--- src/rtl/fp_pkg.sv ---
// Shared constants and types for the binary32 output-side datapath.
// Holds field widths, canonical encodings, flag bit positions and FSM states.
package fp_pkg;

    localparam int EXP_BIAS = 127;
    localparam int EXP_MAX  = 255;
    localparam int SIG_W    = 28;

    localparam logic [31:0] QNAN = 32'h7FC00000;

    // Bit positions within the {overflow, underflow, inexact} flag vector.
    localparam int FLAG_NX = 0;
    localparam int FLAG_UF = 1;
    localparam int FLAG_OF = 2;

    typedef enum logic [1:0] {
        ST_IDLE  = 2'd0,
        ST_NORM  = 2'd1,
        ST_ROUND = 2'd2,
        ST_DONE  = 2'd3
    } state_t;

endpackage

--- src/rtl/fp_round_rne.sv ---
// Combinational round-to-nearest-even incrementer on a 28-bit significand
// whose three low bits are guard, round and sticky.
module fp_round_rne
    import fp_pkg::*;
(
    input  logic [SIG_W-1:0] sig_i,
    output logic [SIG_W-1:0] sig_o,
    output logic             carry_o,
    output logic             inexact_o
);

    logic        round_up;
    logic [24:0] sum;

    always_comb begin
        round_up  = sig_i[2] & (sig_i[1] | sig_i[0] | sig_i[3]);
        inexact_o = |sig_i[2:0];
        sum       = sig_i[27:3] + 25'(round_up);
        // GRS bits are consumed by rounding, so they come back cleared.
        sig_o     = {sum, 3'b000};
        carry_o   = sum[24];
    end

endmodule

--- src/rtl/fp_norm_round_pack.sv ---
// Iterative normalize / round / pack stage producing an IEEE-754 binary32 word
// from an unpacked sign, signed exponent and widened significand.
module fp_norm_round_pack
    import fp_pkg::*;
(
    input  logic        clk,
    input  logic        rst_n,
    input  logic        in_valid,
    output logic        in_ready,
    input  logic        in_sign,
    input  logic [9:0]  in_exp,
    input  logic [27:0] in_sig,
    input  logic        in_nan,
    input  logic        in_inf,
    output logic        out_valid,
    input  logic        out_ready,
    output logic [31:0] out_result,
    output logic [2:0]  out_flags
);

    state_t             state_q, state_d;
    logic               sign_q, sign_d;
    logic signed [10:0] exp_q, exp_d;
    logic [SIG_W-1:0]   sig_q, sig_d;
    logic [31:0]        result_q, result_d;
    logic [2:0]         flags_q, flags_d;

    logic [SIG_W-1:0]   rnd_sig;
    logic               rnd_carry;
    logic               rnd_nx;
    logic [SIG_W-1:0]   sig_r;
    logic signed [10:0] exp_r;
    logic               tiny;

    fp_round_rne u_round (
        .sig_i     (sig_q),
        .sig_o     (rnd_sig),
        .carry_o   (rnd_carry),
        .inexact_o (rnd_nx)
    );

    always_comb begin
        state_d  = state_q;
        sign_d   = sign_q;
        exp_d    = exp_q;
        sig_d    = sig_q;
        result_d = result_q;
        flags_d  = flags_q;
        tiny     = ~sig_q[26];
        sig_r    = rnd_carry ? (rnd_sig >> 1) : rnd_sig;
        exp_r    = exp_q + 11'(rnd_carry);

        unique case (state_q)
            ST_IDLE: begin
                if (in_valid) begin
                    sign_d  = in_sign;
                    exp_d   = {in_exp[9], in_exp};
                    sig_d   = in_sig;
                    flags_d = 3'b000;
                    if (in_nan) begin
                        result_d = QNAN;
                        state_d  = ST_DONE;
                    end else if (in_inf) begin
                        result_d = {in_sign, 8'hFF, 23'b0};
                        state_d  = ST_DONE;
                    end else if (in_sig == '0) begin
                        result_d = {in_sign, 31'b0};
                        state_d  = ST_DONE;
                    end else begin
                        state_d  = ST_NORM;
                    end
                end
            end
            ST_NORM: begin
                if (sig_q[27]) begin
                    sig_d = {1'b0, sig_q[27:2], sig_q[1] | sig_q[0]};
                    exp_d = exp_q + 11'sd1;
                end else if (exp_q < -11'sd26) begin
                    // Far below the subnormal range: only the sticky survives.
                    sig_d = {27'b0, |sig_q};
                    exp_d = 11'sd1;
                end else if (exp_q < 11'sd1) begin
                    sig_d = {1'b0, sig_q[27:2], sig_q[1] | sig_q[0]};
                    exp_d = exp_q + 11'sd1;
                end else if (!sig_q[26] && (exp_q > 11'sd1)) begin
                    sig_d = sig_q << 1;
                    exp_d = exp_q - 11'sd1;
                end else begin
                    state_d = ST_ROUND;
                end
            end
            ST_ROUND: begin
                sig_d = sig_r;
                exp_d = exp_r;
                if (exp_r >= 11'(EXP_MAX)) begin
                    result_d         = {sign_q, 8'hFF, 23'b0};
                    flags_d          = '0;
                    flags_d[FLAG_OF] = 1'b1;
                    flags_d[FLAG_NX] = 1'b1;
                end else begin
                    // A subnormal that rounds into bit 26 keeps exp==1, i.e. becomes the smallest normal.
                    result_d         = {sign_q, (sig_r[26] ? exp_r[7:0] : 8'h00), sig_r[25:3]};
                    flags_d          = '0;
                    flags_d[FLAG_UF] = tiny & rnd_nx;
                    flags_d[FLAG_NX] = rnd_nx;
                end
                state_d = ST_DONE;
            end
            ST_DONE: begin
                if (out_ready) state_d = ST_IDLE;
            end
            default: state_d = ST_IDLE;
        endcase
    end

    always_ff @(posedge clk or negedge rst_n) begin
        if (!rst_n) begin
            state_q  <= ST_IDLE;
            sign_q   <= 1'b0;
            exp_q    <= '0;
            sig_q    <= '0;
            result_q <= '0;
            flags_q  <= '0;
        end else begin
            state_q  <= state_d;
            sign_q   <= sign_d;
            exp_q    <= exp_d;
            sig_q    <= sig_d;
            result_q <= result_d;
            flags_q  <= flags_d;
        end
    end

    assign in_ready   = (state_q == ST_IDLE);
    assign out_valid  = (state_q == ST_DONE);
    assign out_result = result_q;
    assign out_flags  = flags_q;

endmodule

--- config.mk ---
export PLATFORM = sky130hd
export DESIGN_NAME = fp_norm_round_pack
export DESIGN_NICKNAME = d
export VERILOG_FILES = /design/src/rtl/fp_pkg.sv /design/src/rtl/fp_round_rne.sv /design/src/rtl/fp_norm_round_pack.sv
export SDC_FILE = /design/constraint.sdc
export NUM_CORES = 1
export LEC_CHECK = 0
export BUFFER_PORTS_ARGS = -buffer_cell sky130_fd_sc_hd__buf_2
export CAP_MARGIN = 20
export CORE_UTILIZATION = 54
export DETAILED_ROUTE_END_ITERATION = 8
export GPL_TIMING_DRIVEN = 0
export PLACE_DENSITY = 0.76
export SYNTH_ARGS = -nofsm -noshare
export SYNTH_HDL_FRONTEND = slang
export SYNTH_SLANG_ARGS = --single-unit
--- constraint.sdc ---
create_clock -name clk -period 10.4 [get_ports clk]
set_input_delay 0 -clock clk [delete_from_list [all_inputs] [get_ports clk]]
set_output_delay 0 -clock clk [all_outputs]
set_load 0.05 [all_outputs]
After elaboration in Yosys (flattened, before gate mapping)

Cells that the tools add are included.
W data, S select, Z words.

Order comparisons: 4
$add $sub $neg: 4
Equality and inequality tests: 11
Bitwise operators: 5
Reductions and logical operators: 14
Multiplexer cells: 33

Operators by type and width:

| kind                    | number |
|---|---|
| $mux W28                | 5 |
| $mux W32                | 4 |
| $pmux W28 S3            | 1 |
| $pmux W32 S2            | 1 |
| $mux W11                | 5 |
| $pmux W11 S3            | 1 |
| $mux W31                | 1 |
| $logic_not A28 Y1       | 1 |
| $reduce_or A28 Y1       | 1 |
| $mux W27                | 1 |
| $add A25 B1 Y25         | 1 |
| $mux W2                 | 9 |
| $add A11 B1 Y11         | 1 |
| $add A11 B2 Y11 const B | 1 |
| $ge A11 B9 Y1 const B   | 1 |
| $gt A11 B2 Y1 const B   | 1 |
| $lt A11 B2 Y1 const B   | 1 |
| $lt A11 B6 Y1 const B   | 1 |
| $sub A11 B2 Y11 const B | 1 |
| $ne A2 B2 Y1 const B    | 5 |
| $mux W8                 | 1 |
| $pmux W2 S4             | 1 |
| $mux W3                 | 2 |
| $pmux W3 S2             | 1 |
| other kinds (17)        | 23 |

Output and inout bits: 37
Input bits: 45
Register bits after elaboration: 77
Word-level logic and storage cells: 78

Logic depth before layout (Yosys ltp)

Depth after elaboration: 8
Mapped depth: 19
Depth with buffers taken out: 16

Hierarchy

From an unflattened synthesis, not the netlist that was laid out.

Cells, all modules: 772
Area total of the unflattened synthesis: 6317.3 µm²

By module, submodules not included:

| module             | area each (µm²) | seq. area each (µm²) | cells an instance | times used |
|---|---|---|---|---|
| fp_norm_round_pack | 5758.0          | 1926.8               | 692               | 1 |
| fp_round_rne       | 559.3           | 0.0                  | 80                | 1 |

Worst setup path before layout

OpenSTA, ideal clock, no wires.

Kind: flip-flop to flip-flop
Start: register sig_q[2]
End: register result_q[10], in the netlist out_result[10]
Cell stages (with the launch flop): 20
Buffers on the path: 4
Setup time: 146 ps
Arrival time: 3986 ps
Clock period less this slack: 4132 ps
Required time: 10254 ps
Slack: 6268 ps
Path through: dfrtp_1 > clkbuf_1 > and2_1 > ha_1 > nand2_1 > nor4_2 > a21oi_1 > nor2_2 > inv_2 > buf_4 > ha_1 > ha_1 > and4_1 > o2111ai_1 > o21ai_0 > a22o_1 > a21boi_0 > clkbuf_1 > buf_1 > o31ai_1

Longest elaborated chain between the ends: 6
Elaborated cells between the ends (all ways): 7
Those cells by class: add/sub: 2; order compare: 1; mux: 3; bitwise: 1

Ends and longest elaborated chain:

| element                | line                      | RTL |
|---|---|---|
| start, declared        | fp_norm_round_pack.sv:24  | `logic [SIG_W-1:0] sig_q, sig_d;` |
| start signal, assigned | fp_norm_round_pack.sv:128 | `sig_q <= sig_d;` |
| $and A1 B1 Y1 *        | fp_round_rne.sv:16        | `round_up = sig_i[2] & (sig_i[1] \| sig_i[0] \| sig_i[3]);` |
| $add A25 B1 Y25 *      | fp_round_rne.sv:18        | `sum = sig_i[27:3] + 25'(round_up);` |
| $add A11 B1 Y11        | fp_norm_round_pack.sv:51  | `exp_r = exp_q + 11'(rnd_carry);` |
| $ge A11 B9 Y1          | fp_norm_round_pack.sv:95  | `if (exp_r >= 11'(EXP_MAX)) begin` |
| $mux W31 *             | fp_norm_round_pack.sv:95  |  |
| $pmux W32 S2 *         | fp_norm_round_pack.sv:53  | `unique case (state_q)` |
| end signal, assigned   | fp_norm_round_pack.sv:129 | `result_q <= result_d;` |
| end, declared          | fp_norm_round_pack.sv:25  | `logic [31:0] result_q, result_d;` |

Mark *: on every way between the ends. The rest lies on a longest branch, timed or not.
A chain may end at the register's enable or synchronous reset.

Worst setup path after layout

Start: register sig_q[2]
End: register result_q[11], in the netlist out_result[11]

The elaborated chain is that of the path after synthesis.

==> metrics.yaml <==
yosys:
  syn_inst: 742
  muxShareOfSynthArea_pct: 1.72
  synth_fa_ha_area_share_pct: 2.34
  synth_simple_gate_area_share_pct: 23.0
  yosys_warnings: 0
  yosys_register_bits: 77
  yosysTopAreaCellShare_pct: 32.8
  synth_fp_nets: 798
  synth_area_leader_cell: "dfrtp_1"
  synth_most_common_cell: "nand2_1"
  synthArstFlopShare_pct: 100
  synth_xor_area_share_pct: 5.36
  yosysSeqAreaShare_pct: 32.8
  synth_edf_count: 0
  synth_top_family_by_area: "compound AO/OA/AOI/OAI gates"
  synthTopCellsByArea: "dfrtp_1, nand2_1, o21ai_0"
  synth_compound_area_share_pct: 27.4
  synth_cell_types: 72
  synth_common_cells: "nand2_1, dfrtp_1, o21ai_0"
  avgSynthCellArea_sq_um: 7.93
  syn_area_sq_mm: 0.00588
  synthFlopType: "dfrtp_1"
worst_setup_path:
  crit_path_top_delay_cell: "nor3_2"
  cp_max_fo: 10
  path_common_cell: "ha_1"
  critical_path.cell_chain: "clkbuf_1 > and2_1 > ha_1 > and2_1 > nand4_1 > nor3_2 > nor2_2 > inv_2 > buf_4 > ha_1 > ha_1 > nand4_1 > nor2_1 > o21ai_0 > a22o_1 > a21boi_0 > clkbuf_1 > buf_1 > o31ai_1"
  rrSetupSlack_ns: 4.68
  crit_arrival_ns: 5.95
  required_ns: 10.63
  r2r_start: "sig_q[2]"
  endpoint_kind: "flop"
  r2r-end: "out_result[11]"
  start_kind: "flop"
  max_stage_delay_ns: 0.66
  worstSetupStartpoint: "sig_q[2]"
  reg2regPathDepth: 19
  crit_type: "reg2reg"
  critPathCapture: "out_result[11]"
sta:
  relSlewSlack_pct: 41.9
  fmax_mhz: 175
  hold_violations: 0
  worstMarginPinSlew_ns: 0.861
  finalSetupTns_ns: 0
  rsz0062_at_grt: "false"
  fin_crit_ns: 5.72
  setup_viol_count_final: 0
  fin_crit_sh_pct: 55.0
  clock_skew_ns: 0.0168
  setup_ws_ns: 4.68
  slew_viol_final: 0
die:
  die_w_um: 106
  core_sq_mm: 0.0105
  start_util_pct: 56.2
  rows: 37
  ios: 82
  die-area_sq_mm: 0.0113
  die_y_um: 106
detailed_routing:
  via_per_inst: 6.69
  drt-total-wl_mm: 22.7
  via_count: 6694
  drt_iter0_markers: 865
  detail-route-antenna-nets: 0
  drc: 1
  firstDrtPassIters: 9
  wire_per_inst_um: 22.7
cells_and_area:
  final_cells: 1000
  area_growth_pct: 17.6
  fin_nets: 915
  drive_gt1_share_pct: 16.3
  diodes: 0
place:
  io_buffers: 81
  gp_congestion: 1.04
  dpl_worst_slack_ns: 4.92
  dp.cells: 960
  dp_hpwl_mm: 16.6
min_path:
  hp-start: "in_sig[16]"
  min_path_type: "in2reg"
pwr:
  power_w: 0.00281
  peakVddDrop_mv: 0.209
  p_per_area_mw_per_mm2: 406
  leakagePower_nw: 2.84
global_routing:
  grt_pass1_wl_mm: 34.9
  grt_pass1_vias: 6146
  antenna_found_initial: 0
  grt_overflow: 0
  grt_max_degree: 40
  grt_usage_pct: 41.0
clocking:
  cts_htree_levels: 3
  cts_made_buffers: 9
  clock-sinks: 77
  cts_tree: "yes"
  cts_setup_buffers: 0
  clockBufferDepth: 2
  cts_resized: 0
  ctsRootBufferMaster: "clkbuf_8"
  clkLatencyLatePin_ns: 0.38
  holdBufCountCts: 24
  path_clk_slew_ns: 0.08
run_status:
  violations: "DRC"
  status: "finished, violations left"
job:
  cap_violations: 0
==> state kept, by name (all words and copies together) (netlist names) <==
name and cells:
out_flags 3, out_result 32, sig_q 28, sign_q 1, exp_q 11, state_q 2
==> cell type report <==
class	instances	area (sq um)
plain buffers	71	343
clock buffers	10	128
clock inverters	6	70.1
fillers	919	3550
inverters	24	90.1
multi-input cells	570	3520
flip-flops and latches	77	1930
well taps	136	170
repair buffers	106	668
==> report_power, final <==
group	internal, W	switching (W)
logic	0.000612	0.00139
clock network	0.000113	0.000135
registers	0.000449	0.000111
total	0.00117	0.00163
==> cells in the final DEF, fill, tap and decap left out, types with 6 or more instances in the layout <==
| cell type | instances |
|---|---|
| a21oi_1 | 28 |
| mux2i_1 | 9 |
| nand4_1 | 13 |
| o211ai_1 | 7 |
| xnor2_1 | 24 |
| nand3_1 | 27 |
| a22oi_1 | 10 |
| a31oi_1 | 12 |
| nand2b_1 | 6 |
| buf_6 | 6 |
| nor4_1 | 20 |
| or3_1 | 12 |
| a221oi_1 | 16 |
| a211oi_1 | 7 |
| xor2_1 | 12 |
| o31ai_1 | 19 |
| nor3_1 | 26 |
| o21ai_0 | 63 |
| clkbuf_1 | 42 |
| nor2_1 | 47 |
| clkbuf_8 | 9 |
| o22ai_1 | 8 |
| dlygate4sd3_1 | 24 |
| nand2_1 | 97 |
| dfrtp_1 | 77 |
| a22o_1 | 21 |
| buf_2 | 96 |
| o21ai_1 | 9 |
| ha_1 | 11 |
| inv_1 | 23 |
==> logic make-up (layout without fill, tap and decap cells) <==
| family | after synthesis | in the layout |
|---|---|---|
| xor+xnor | 36 | 36 |
| mux | 10 | 10 |
| buf+inv | 95 | 217 |
| flops | 77 | 77 |
| simple gates | 278 | 278 |
| fa+ha+maj | 11 | 11 |
| compound gates | 235 | 235 |
==> critical path: cells and delay by family, from the launching register on <==
| family | cells | cell delay [ns] |
|---|---|---|
| AND/OR/NAND/NOR | 7 | 2.12 |
| buffers and inverters | 5 | 1.54 |
| adder cells (fa/ha/maj) | 3 | 0.71 |
| flip-flops | 1 | 0.33 |
| AO/OA/AOI/OAI | 4 | 0.86 |
==> per-layer routing <==
metal	GRT usage, %	vias to the layer above	wire (um)
li1	-	2984	-
met4	15.5	0	709
met2	59.4	478	9530
met1	56.6	3167	9490
met5	0	-	0
met3	13.1	65	2960
==> metrics by stage <==
stage	hold slack (ns)	utilization [%]	area, sq um
finish	0.00139	66.1	6920
global route	0.0422	66.1	6920
CTS	0.000639	66.1	6920
detailed placement	0.000241	61.9	6480
global placement	0.251	61.7	6460
floorplan	-0.296	-	5880
==> worst min-delay path by stage <==
stage | to | slack [ns] | cells past startpoint
after global routing | sig_q[15] | 0.04 | 3
after floorplan | exp_q[0] | -0.30 | 0
after detailed placement | out_result[16] | 0.0002 | 1
after CTS | sig_q[16] | 0.0006 | 3
after global placement | sign_q | 0.25 | 2
final | sig_q[16] | 0.001 | 3
Power figures use the tool's default switching activity.
